==> src/rtl/clz_expand.sv <==
// Multi-cycle inverse of count-leading-zeros: right-shifts a left-normalized word
// by its leading-zero count over five binary-weighted steps (16, 8, 4, 2, 1).
module clz_expand #(
  parameter int unsigned WIDTH = 32,
  parameter int unsigned CNT_W = 6
) (
  input  logic             clk,
  input  logic             rst_n,
  input  logic             start,
  input  logic [WIDTH-1:0] norm,
  input  logic [CNT_W-1:0] count,
  output logic [WIDTH-1:0] r,
  output logic             busy,
  output logic             done,
  output logic             err
);

  localparam int unsigned K_W      = 3;
  localparam int unsigned LAST_K   = 4;
  localparam int unsigned MAX_CNT  = WIDTH;

  typedef enum logic [0:0] {IDLE, SHIFT} state_t;

  state_t           state_q, state_d;
  logic [WIDTH-1:0] sreg_q, sreg_d;
  logic [CNT_W-1:0] cnt_q, cnt_d;
  logic [K_W-1:0]   k_q, k_d;
  logic             errp_q, errp_d;
  logic [WIDTH-1:0] r_d;
  logic             busy_d, done_d, err_d;
  logic [WIDTH-1:0] shifted;

  // State register
  always_ff @(posedge clk or negedge rst_n) begin
    if (!rst_n) state_q <= IDLE;
    else        state_q <= state_d;
  end

  // Next-state logic
  always_comb begin
    state_d = state_q;
    case (state_q)
      IDLE:    if (start) state_d = SHIFT;
      SHIFT:   if (k_q == K_W'(LAST_K)) state_d = IDLE;
      default: state_d = IDLE;
    endcase
  end

  // One binary-weighted step; count bit 5 (a full 32) zeroes the word on the first step
  always_comb begin
    shifted = sreg_q;
    case (k_q)
      3'd0:    shifted = cnt_q[5] ? '0 : (cnt_q[4] ? (sreg_q >> 16) : sreg_q);
      3'd1:    shifted = cnt_q[3] ? (sreg_q >> 8) : sreg_q;
      3'd2:    shifted = cnt_q[2] ? (sreg_q >> 4) : sreg_q;
      3'd3:    shifted = cnt_q[1] ? (sreg_q >> 2) : sreg_q;
      3'd4:    shifted = cnt_q[0] ? (sreg_q >> 1) : sreg_q;
      default: shifted = sreg_q;
    endcase
  end

  // Datapath and output next values
  always_comb begin
    sreg_d = sreg_q;
    cnt_d  = cnt_q;
    k_d    = k_q;
    errp_d = errp_q;
    r_d    = r;
    busy_d = busy;
    done_d = 1'b0;
    err_d  = err;
    case (state_q)
      IDLE: begin
        if (start) begin
          sreg_d = norm;
          cnt_d  = (count > CNT_W'(MAX_CNT)) ? CNT_W'(MAX_CNT) : count;
          errp_d = (count > CNT_W'(MAX_CNT)) ||
                   ((count < CNT_W'(MAX_CNT)) && !norm[WIDTH-1]);
          k_d    = '0;
          busy_d = 1'b1;
        end
      end
      SHIFT: begin
        if (k_q == K_W'(LAST_K)) begin
          r_d    = shifted;
          err_d  = errp_q;
          done_d = 1'b1;
          busy_d = 1'b0;
          k_d    = '0;
        end else begin
          sreg_d = shifted;
          k_d    = k_q + K_W'(1);
        end
      end
      default: begin
        busy_d = 1'b0;
      end
    endcase
  end

  // Registered datapath and outputs
  always_ff @(posedge clk or negedge rst_n) begin
    if (!rst_n) begin
      sreg_q <= '0;
      cnt_q  <= '0;
      k_q    <= '0;
      errp_q <= 1'b0;
      r      <= '0;
      busy   <= 1'b0;
      done   <= 1'b0;
      err    <= 1'b0;
    end else begin
      sreg_q <= sreg_d;
      cnt_q  <= cnt_d;
      k_q    <= k_d;
      errp_q <= errp_d;
      r      <= r_d;
      busy   <= busy_d;
      done   <= done_d;
      err    <= err_d;
    end
  end

endmodule

==> config.mk <==
export PLATFORM = sky130hd
export DESIGN_NAME = clz_expand
export DESIGN_NICKNAME = d
export VERILOG_FILES = /design/src/rtl/clz_expand.sv
export SDC_FILE = /design/constraint.sdc
export NUM_CORES = 1
export LEC_CHECK = 0
export BUFFER_PORTS_ARGS = -buffer_cell sky130_fd_sc_hd__buf_2
export CORE_AREA = 3 3 122 136
export DETAILED_ROUTE_END_ITERATION = 12
export DIE_AREA = 0 0 125 139
export PLACE_DENSITY_LB_ADDON = 0.2
export SLEW_MARGIN = 15
export SYNTH_ARGS = -nofsm -noshare
export SYNTH_HDL_FRONTEND = slang
export SYNTH_SLANG_ARGS = --single-unit
==> constraint.sdc <==
create_clock -name clk -period 2 [get_ports clk]
set_clock_uncertainty 0.05 [all_clocks]
set_input_delay 0.1 -clock clk [delete_from_list [all_inputs] [get_ports clk]]
set_output_delay 0.1 -clock clk [all_outputs]
set_load 0.1 [all_outputs]
==> results of run 1 <==
[flip-flops by register name, indices dropped and copies added, names as in the netlist, 3 cells and up]
signal / flops
cnt_q: 6
k_q: 3
r: 32
sreg_q: 32
[layer usage]
layer | wire length [um] | vias to the layer above | GRT usage | part of all wire
met1 | 7180 | 2267 | 0.2493 | 0.43
li1 | - | 2161 | - | -
met2 | 8383 | 142 | 0.3073 | 0.50
met5 | 0 | - | 0 | 0
met3 | 921 | 23 | 0.03467 | 0.055
met4 | 369 | 0 | 0.06735 | 0.022
[layout by cell type, fill, tap and decap left out, types with 4 or more instances in the layout]
master,n
a211oi_4,5
a21oi_1,18
a21oi_2,14
a221o_1,9
a221oi_2,7
a222oi_1,9
a22o_1,5
a22oi_1,19
a22oi_2,5
and3_1,6
buf_12,6
buf_2,74
buf_4,74
buf_6,5
clkbuf_16,9
dfrtp_1,77
dlygate4sd3_1,23
ha_4,4
inv_1,9
mux2_2,10
mux2i_1,23
nand2_1,88
nand3_1,5
nand3b_1,5
nor2_1,11
o21ai_0,26
o21ai_1,26
o21ai_2,4
o22ai_1,8
o2bb2ai_1,8
[final cells by class]
| type | count | area share |
|---|---|---|
| multi-input combinational | 368 | 0.4117 |
| sequential | 78 | 0.2984 |
| timing repair buffer | 183 | 0.2058 |
| tap | 200 | 0.03823 |
| clock buffer | 12 | 0.03765 |
| inverter | 11 | 0.006690 |
| clock inverter | 2 | 0.001529 |
[power groups by stage]
stage	Sequential, mW	Combinational, mW	Clock, mW
2_1_floorplan	4.70	3.17	0
3_3_place_gp	2.87	7.45	0
3_5_place_dp	2.87	7.52	0
4_1_cts	2.87	7.89	1.54
5_1_grt	2.99	9.38	1.61
6_report	2.91	8.82	1.50
[how the worst max path moves through the flow]
stage / cells past startpoint / end / slack, ns
2_1_floorplan: 9 / r[29] / 0.04
3_3_place_gp: 8 / r[14] / -0.15
3_5_place_dp: 8 / r[14] / -0.18
4_1_cts: 8 / sreg_q[9] / -0.05
5_1_grt: 8 / sreg_q[9] / -0.19
6_report: 9 / sreg_q[14] / -0.12
[cells in the mapped netlist (all sizes together) (3+ instances only)]
master,number,area (um^2)
dfrtp,78,1952
a221o,9,90.09
a22o,5,43.79
nor2,14,52.55
mux2,10,112.6
clkbuf,32,121.4
o211ai,3,22.52
and3,7,43.79
buf,23,130.1
a222oi,9,90.09
nand3b,5,37.54
o31ai,4,30.03
nand2,91,344.1
o2bb2ai,8,70.07
a221oi,10,87.58
ha,5,62.56
o21ai,56,280.3
mux2i,23,230.2
inv,11,41.29
a211oi,8,65.06
o22ai,8,50.05
a21oi,33,176.4
nand3,7,40.04
a22oi,24,180.2
[worst register-to-register path: cells and delay by family, from the launching register on]
family | cells | cell delay, ns
buffers and inverters | 4 | 0.53
flip-flops | 1 | 0.39
adder cells (fa/ha/maj) | 1 | 0.17
AND/OR/NAND/NOR | 1 | 0.21
AO/OA/AOI/OAI | 3 | 0.65
[metrics by stage]
step / area (um^2) / instances / hold WS, ns / util / power, mW
6_report: 6546 / 854 / 0.007498 / 0.4225 / 13.23
5_1_grt: 6546 / 854 / 0.008396 / 0.4225 / 13.98
4_1_cts: 6196 / 843 / 0.001730 / 0.3999 / 12.29
3_5_place_dp: 5595 / 805 / 0.04459 / 0.3611 / 10.39
3_3_place_gp: 5595 / 805 / 0.03041 / 0.3611 / 10.32
2_1_floorplan: 4583 / 511 / -0.2456 / - / 7.865
[kinds of logic after synthesis]
group	Yosys count	synth area share
flops	78	0.4259
compound gates	192	0.2886
buf+inv	66	0.06388
fa+ha+maj	5	0.01365
mux	33	0.07480
simple gates	137	0.1332
[what timing repair did]
| action | CTS | global route |
|---|---|---|
| setup buffers | 1 | 9 |
| endpoints found under the setup margin | 64 | 59 |
| pin swaps | 9 | 49 |
| gates cloned | 0 | 2 |
| gates resized for setup | 28 | 79 |
| hold buffers | 23 | 0 |
| hold endpoints to repair | 56 | 0 |
==> flow_summary.toml, run 1 <==
[status]
status = "finished, violations left"
violations = "setup timing"

[routing]
ant_nets = 0
via_per_inst = 5.378
drc = 0
drtIter0Drc = 442
vias = 4593
post_drt_wl_per_cell_um = 19.74
routed_wl_mm = 16.86
dr.pass1.iters = 6

[place]
numPortBuffers = 75
pre_cts_ws_ns = -0.1833
place_hpwl_mm = 11.88
gp_congestion = 0.8705

[layout]
multiInputGateArea_um2 = 2695
areaGrowthSynthToFinish_pct = 42.83
nets = 697
drive_gt1_frac = 0.3869
fillers = 1523
antenna_cells = 0
regArea_um2 = 1953

[yosys]
ys_seq_area_frac = 0.4259
synth-async-reset-ratio = 1.000
synthCells = 511
syn-cell-area_um2 = 4583
synth_cell_type_count = 53
synth-edff-count = 0
postSynthAreaPerCell_um2 = 8.969
ys.warnings.count = 0
synth-seq-cells = 78
synth_fp_nets = 557
synth-main-ff-cell = "dfrtp_1"

[setup_path]
max_stage_delay_ns = 0.39
r2r-start = "k_q[1]"
crit_type = "register to register"
crit_buf_inv = 4
reg2reg_slack_ns = -0.12
rr_worst_depth = 9
r2r_end = "sreg_q[14]"
crit_slowest_cell = "dfrtp_1"
critPathCaptureType = "register"
cp.required_ns = 2.16
crit_fanout = 15
startpoint = "k_q[1]"
crit_family = "compound AO/OA/AOI/OAI gates"
cp.arrival_ns = 2.28
crit_path_start_kind = "register"
crit_path_cell_trace = "inv_2 -> ha_4 -> and3b_2 -> buf_12 -> buf_4 -> a221o_1 -> a211oi_4 -> buf_6 -> a21oi_2"

[power_and_ir_drop]
p_clk_frac = 0.113
leakage_nw = 2.973
vdd_ir_drop_max_uv = 633.8
p_sw_frac = 0.5280
pwr-share-comb = 0.667
seq_power_share = 0.220
power_per_cell_area_nw_per_um2 = 2021
p_sw_mw = 6.985
internal_power_mw = 6.243

[clocking]
numCtsBuffers = 9
clock-sinks = 78
clkLatencyLatePin_ns = 0.34
cts_max_level = 3
clock_path_buffers = 2
clk_pin_slew_ns = 0.06
cts_root_buf = "clkbuf_16"
cts_tree = "done"

[global_route]
track_usage = 0.1879
overflow = 0
grt_max_degree = 46
grt_pass1_wl_mm = 26.17
antenna_found_initial = 0
grt_pass1_vias = 4605

[min_path]
hp-class = "input port to register"
hp-start = "count[3]"
hold_path_depth = 3
min_to = "cnt_q[3]"

[timing]
fmax_ghz = 0.4721
tightest_slew_ns = 0.4987
maxSlewHeadroom = 0.6698
finalCritPeriodShare = 1.059
hold_viol = 0
rsz0062_at_grt = "yes"
period_minus_slack_ns = 2.118
setup_viol_count_final = 13
finalSetupTns_ns = -0.6468
drv_slew = 0
timing.final.ws_setup_ns = -0.1180

[floorplanning]
io_pins = 76
die_area_um2 = 17380
initial_core_util = 0.2958
die_width_um = 125
die_y_um = 139
core_um2 = 15490
rows = 48

[job]
maxCapViolCount = 0
Power figures use the tool's default switching activity.
==> run 2, diff against run 1 <==
--- a/config.mk
+++ b/config.mk
@@ -9,7 +9,8 @@
 export CORE_AREA = 3 3 122 136
 export DETAILED_ROUTE_END_ITERATION = 12
 export DIE_AREA = 0 0 125 139
-export PLACE_DENSITY_LB_ADDON = 0.2
+export PLACE_DENSITY = 0.57
+export SKIP_LAST_GASP = 1
 export SLEW_MARGIN = 15
 export SYNTH_ARGS = -nofsm -noshare
 export SYNTH_HDL_FRONTEND = slang
==> constraint.sdc (replaced) <==
create_clock -name clk -period 2.34 [get_ports clk]
set_clock_uncertainty 0.05 [all_clocks]
set_input_delay 0.117 -clock clk [delete_from_list [all_inputs] [get_ports clk]]
set_output_delay 0.117 -clock clk [all_outputs]
set_load 0.1 [all_outputs]
==> run 2 against run 1 <==
Effect of this change: the flow now finishes without violations; clock power decreased by 7%; cell area decreased by 13%; non-clock buffer count decreased by 57; critical path type unchanged; largest cell class unchanged; highest routed layer unchanged.
==> flow_summary.toml, run 2 (synthesis results as in run 1) <==
[setup_path]
crit_type = "register to register"
r2r-start = "k_q[0]"
cp.required_ns = 2.49
reg2reg_slack_ns = 0.12
crit_path_start_kind = "register"
critPathCaptureType = "register"
rr_worst_depth = 8
cp.arrival_ns = 2.37
crit_fanout = 8
r2r_end = "r[24]"

[clocking]
clk_pin_slew_ns = 0.06
numCtsBuffers = 9
cts_root_buf = "clkbuf_16"
cts_max_level = 3
clock_path_buffers = 2
clkLatencyLatePin_ns = 0.34
cts_tree = "done"
clock-sinks = 78

[place]
gp_congestion = 0.8827
pre_cts_ws_ns = 0.05574
place_hpwl_mm = 10.74
numPortBuffers = 75
dp.cells = 762

[layout]
areaGrowthSynthToFinish_pct = 24.79
layout_commonest_cell = "nand2_1"
fin_util = 0.3691
layout.cells.non_filler = 797
layout_common_cells = "nand2_1 (90), dfrtp_1 (77), buf_2 (74)"
top_regs = "r (32), sreg_q (32), cnt_q (6)"
antenna_cells = 0
drive_gt1_frac = 0.2529
nets = 639

[global_route]
overflow = 0
grt_pass1_wl_mm = 24.36
grt_pass1_vias = 4401
antenna_found_initial = 0
track_usage = 0.1749
grt_max_degree = 79

[timing]
fmax_ghz = 0.4504
maxSlewHeadroom = 0.3257
tightest_slew_ns = 1.011
finalCritPeriodShare = 0.9487
period_minus_slack_ns = 2.220
drv_slew = 0
hold_slack_ns = 0.02003
setup_viol_count_final = 0
rsz0062_at_grt = "no"
hold_viol = 0
timing.final.ws_setup_ns = 0.1200
finalSetupTns_ns = 0

[min_path]
hp-class = "input port to register"
min_to = "sreg_q[19]"
hold_path_depth = 3
hp-start = "norm[19]"

[routing]
via_per_inst = 5.427
drtIter0Drc = 382
post_drt_wl_per_cell_um = 19.01
routed_wl_mm = 15.15
vias = 4325
drc = 0
dr.pass1.iters = 8
ant_nets = 0

[floorplanning]
die_area_um2 = 17380
core_um2 = 15490
initial_core_util = 0.2958
die_width_um = 125
rows = 48
io_pins = 76
die_y_um = 139

[power_and_ir_drop]
power_per_cell_area_nw_per_um2 = 1703
leakage_nw = 2.611
vdd_ir_drop_max_uv = 585.2

[job]
maxCapViolCount = 0

[status]
status = "finished, final reports clean"
==> run 2: critical path, stage by stage (launching register included) <==
cell and delay [ns]:
dfrtp_1 0.38, inv_1 0.10, ha_1 0.27, or3b_4 0.29, o22a_4 0.15, nand3_2 0.18
buf_4 0.23, a221oi_1 0.32, o21ai_1 0.10
==> run 2: per-stage QoR <==
stage | total power [mW] | instance area, um^2
2_1_floorplan | 6.722 | 4583
3_3_place_gp | 8.130 | 5197
3_5_place_dp | 8.215 | 5197
4_1_cts | 9.662 | 5680
5_1_grt | 10.34 | 5719
6_report | 9.741 | 5719
==> run 2: area by class of cell <==
type | count | area, um^2
Clock buffer | 11 | 242.7
Timing Repair Buffer | 126 | 808.3
Tap cell | 200 | 250.2
Sequential cell | 78 | 1953
Inverter | 11 | 41.29
Fill cell | 1591 | 9776
Multi-Input combinational cell | 367 | 2376
Clock inverter | 4 | 47.55
==> run 2: worst max-delay path by stage <==
stage | startpoint | to | slack, ns | cells past startpoint
6_report | k_q[0] | r[24] | 0.12 | 8
3_3_place_gp | k_q[0] | sreg_q[21] | 0.1 | 6
5_1_grt | k_q[0] | r[26] | 0.003 | 8
3_5_place_dp | k_q[0] | r[24] | 0.06 | 8
4_1_cts | k_q[0] | r[24] | 0.04 | 8
2_1_floorplan | k_q[0] | r[29] | 0.38 | 9
==> run 2: routing by layer <==
| metal | share of wire | global-route usage | up-vias |
|---|---|---|---|
| met1 | 0.42 | 0.2277 | 2067 |
| li1 | - | - | 2055 |
| met4 | 0.030 | 0.07877 | 0 |
| met3 | 0.060 | 0.03005 | 25 |
| met5 | 0 | 0 | - |
| met2 | 0.49 | 0.2849 | 178 |
==> run 2: power by group <==
group,total [mW],switching [mW],internal [mW]
logic,5.67,4.00,1.67
clock network,1.40,0.554,0.846
registers,2.67,0.753,1.92
total,9.74,5.30,4.44
==> run 2: what timing repair did <==
| item | 4_1_cts | 5_1_grt |
|---|---|---|
| hold endpoints to repair | 96 | 0 |
| hold buffers | 19 | 0 |
| pin swaps | 0 | 2 |
| endpoints found under the setup margin | 1 | 34 |
| gates resized for setup | 1 | 9 |
| setup buffers | 0 | 1 |
==> run 3, diff against run 2 <==
--- a/config.mk
+++ b/config.mk
@@ -6,10 +6,10 @@
 export NUM_CORES = 1
 export LEC_CHECK = 0
 export BUFFER_PORTS_ARGS = -buffer_cell sky130_fd_sc_hd__buf_2
-export CORE_AREA = 3 3 122 136
+export CORE_AREA = 3 3 101 112
 export DETAILED_ROUTE_END_ITERATION = 12
-export DIE_AREA = 0 0 125 139
-export PLACE_DENSITY = 0.57
+export DIE_AREA = 0 0 104 115
+export PLACE_DENSITY = 0.75
 export SKIP_LAST_GASP = 1
 export SLEW_MARGIN = 15
 export SYNTH_ARGS = -nofsm -noshare
==> run 3 against run 2 <==
Effect of this change: non-clock buffer count grew 1; global-route usage grew 6.1 points; sequential share of layout area grew 0.16 points; register-to-register slack lost 0.03 ns; count of clock-buffer cells in the layout shrank 1; fmax shrank 1.3%; routed wire length shrank 8.7%; via count grew 0.58%; critical path depth is the same; largest cell class unchanged.
==> flow_summary.toml, run 3 (synthesis results as in run 1) <==
[status]
status = "finished, final reports clean"

[setup_path]
cp.arrival_ns = 2.42
max_stage_delay_ns = 0.40
critPathCaptureType = "register"
crit_type = "register to register"
crit_path_start_kind = "register"
crit_path_cell_trace = "inv_1 -> ha_1 -> o21bai_1 -> a21oi_2 -> nand3_2 -> buf_4 -> a221oi_1 -> o21ai_1"
crit_fanout = 8
cp.required_ns = 2.51
crit_slowest_cell = "dfrtp_1"

[floorplanning]
io_pins = 76
rows = 39
die_width_um = 104
die_y_um = 115
initial_core_util = 0.4430
die_area_um2 = 11960
core_um2 = 10340

[clocking]
cts_max_level = 3
cts_tree = "done"
clock-sinks = 78
clock_path_buffers = 2
numCtsBuffers = 9
clkLatencyLatePin_ns = 0.35
cts_root_buf = "clkbuf_16"
clk_pin_slew_ns = 0.06

[place]
dp.cells = 708
pre_cts_ws_ns = 0.06007
place_hpwl_mm = 9.960
numPortBuffers = 75
gp_congestion = 0.9179

[timing]
tightest_slew_ns = 0.9931
period_minus_slack_ns = 2.249
finalCritPeriodShare = 0.9610
fmax_ghz = 0.4447
timing.final.ws_setup_ns = 0.09119
setup_viol_count_final = 0
maxSlewHeadroom = 0.3355
drv_slew = 0
hold_viol = 0
rsz0062_at_grt = "yes"
hold_slack_ns = 0.004337

[job]
maxCapViolCount = 0

[global_route]
met3_usage = 0.04492
grt_pass1_vias = 4352
busiest_layer = "met2"
overflow = 0
antenna_found_initial = 0
grt_use_met1 = 0.2991
grt_pass1_wl_mm = 22.48
grt_max_degree = 60
track_usage = 0.2356
use_met2 = 0.3940

[routing]
drc = 0
drtIter0Drc = 348
vias = 4350
dr.pass1.iters = 9
ant_nets = 0
routed_wl_mm = 13.83
post_drt_wl_per_cell_um = 18.64
via_per_inst = 5.863

[layout]
antenna_cells = 0
areaGrowthSynthToFinish_pct = 24.13
layout_common_cells = "nand2_1 (90), dfrtp_1 (78), buf_2 (74)"
nets = 640
drive_gt1_frac = 0.2538
fin_util = 0.5500
layout.cells.non_filler = 742
top_regs = "r (32), sreg_q (32), cnt_q (6)"
layout_commonest_cell = "nand2_1"

[min_path]
hp-class = "input port to register"
[run 3: cell count changes in the layout (fill, tap and decap cells not counted), moves of 2 or more]
cell,change
a211oi_1,+2
buf_12,+2
dlygate4sd3_1,-2
a211oi_2,-2
[run 3: cell type report]
| class | instances | area, um^2 |
|---|---|---|
| clock buffers | 10 | 239.0 |
| clock inverters | 6 | 85.08 |
| fillers | 950 | 4656 |
| inverters | 11 | 41.29 |
| multi-input cells | 367 | 2357 |
| flip-flops and latches | 78 | 1952 |
| well taps | 143 | 178.9 |
| repair buffers | 127 | 835.8 |
[run 3: worst paths after layout]
path | slack (ns) | startpoint | endpoint | cells after the start
worst min-delay path | 0.004 | count[2] | cnt_q[2] | 3
worst max register to register | 0.09 | k_q[0] | r[24] | 8
min in group asynchronous | 0.23 | rst_n | r[3] | 2
max in group asynchronous | 1.42 | rst_n | r[29] | 3
worst max-delay path | 0.09 | k_q[0] | r[24] | 8
worst min register to register | 0.42 | errp_q | errp_q | 2
[run 3: metal layers]
layer	vias up	routed length (um)
met5	-	0
met4	0	397
met3	34	837
met2	168	6787
met1	2093	5810
li1	2055	-
[run 3: through the flow]
stage | instance area [um^2] | setup TNS, ns
3_5_place_dp | 5174 | 0
6_report | 5689 | 0
3_3_place_gp | 5174 | 0
5_1_grt | 5689 | -0.01370
4_1_cts | 5668 | 0
2_1_floorplan | 4583 | 0
[run 3: timing repair]
| action | 4_1_cts | 5_1_grt |
|---|---|---|
| buffers inserted | 0 | 1 |
| setup endpoints to repair | 0 | 33 |
| hold buffers | 17 | 0 |
| resized for setup | 0 | 5 |
| endpoints found under the hold margin | 53 | 0 |
[run 3: critical path, delay by kind of cell, from the launching register on]
kind	cells	cell delay (ns)
AOI/OAI and AO/OA	4	0.82
and+or+nand+nor	1	0.24
buffers and inverters	2	0.37
DFF	1	0.40
adders and majority gates	1	0.23
Power of run 3 is left out: the tool's default activity adds up to more than one toggle a clock period on the data nets, which glitch-free logic cannot reach.
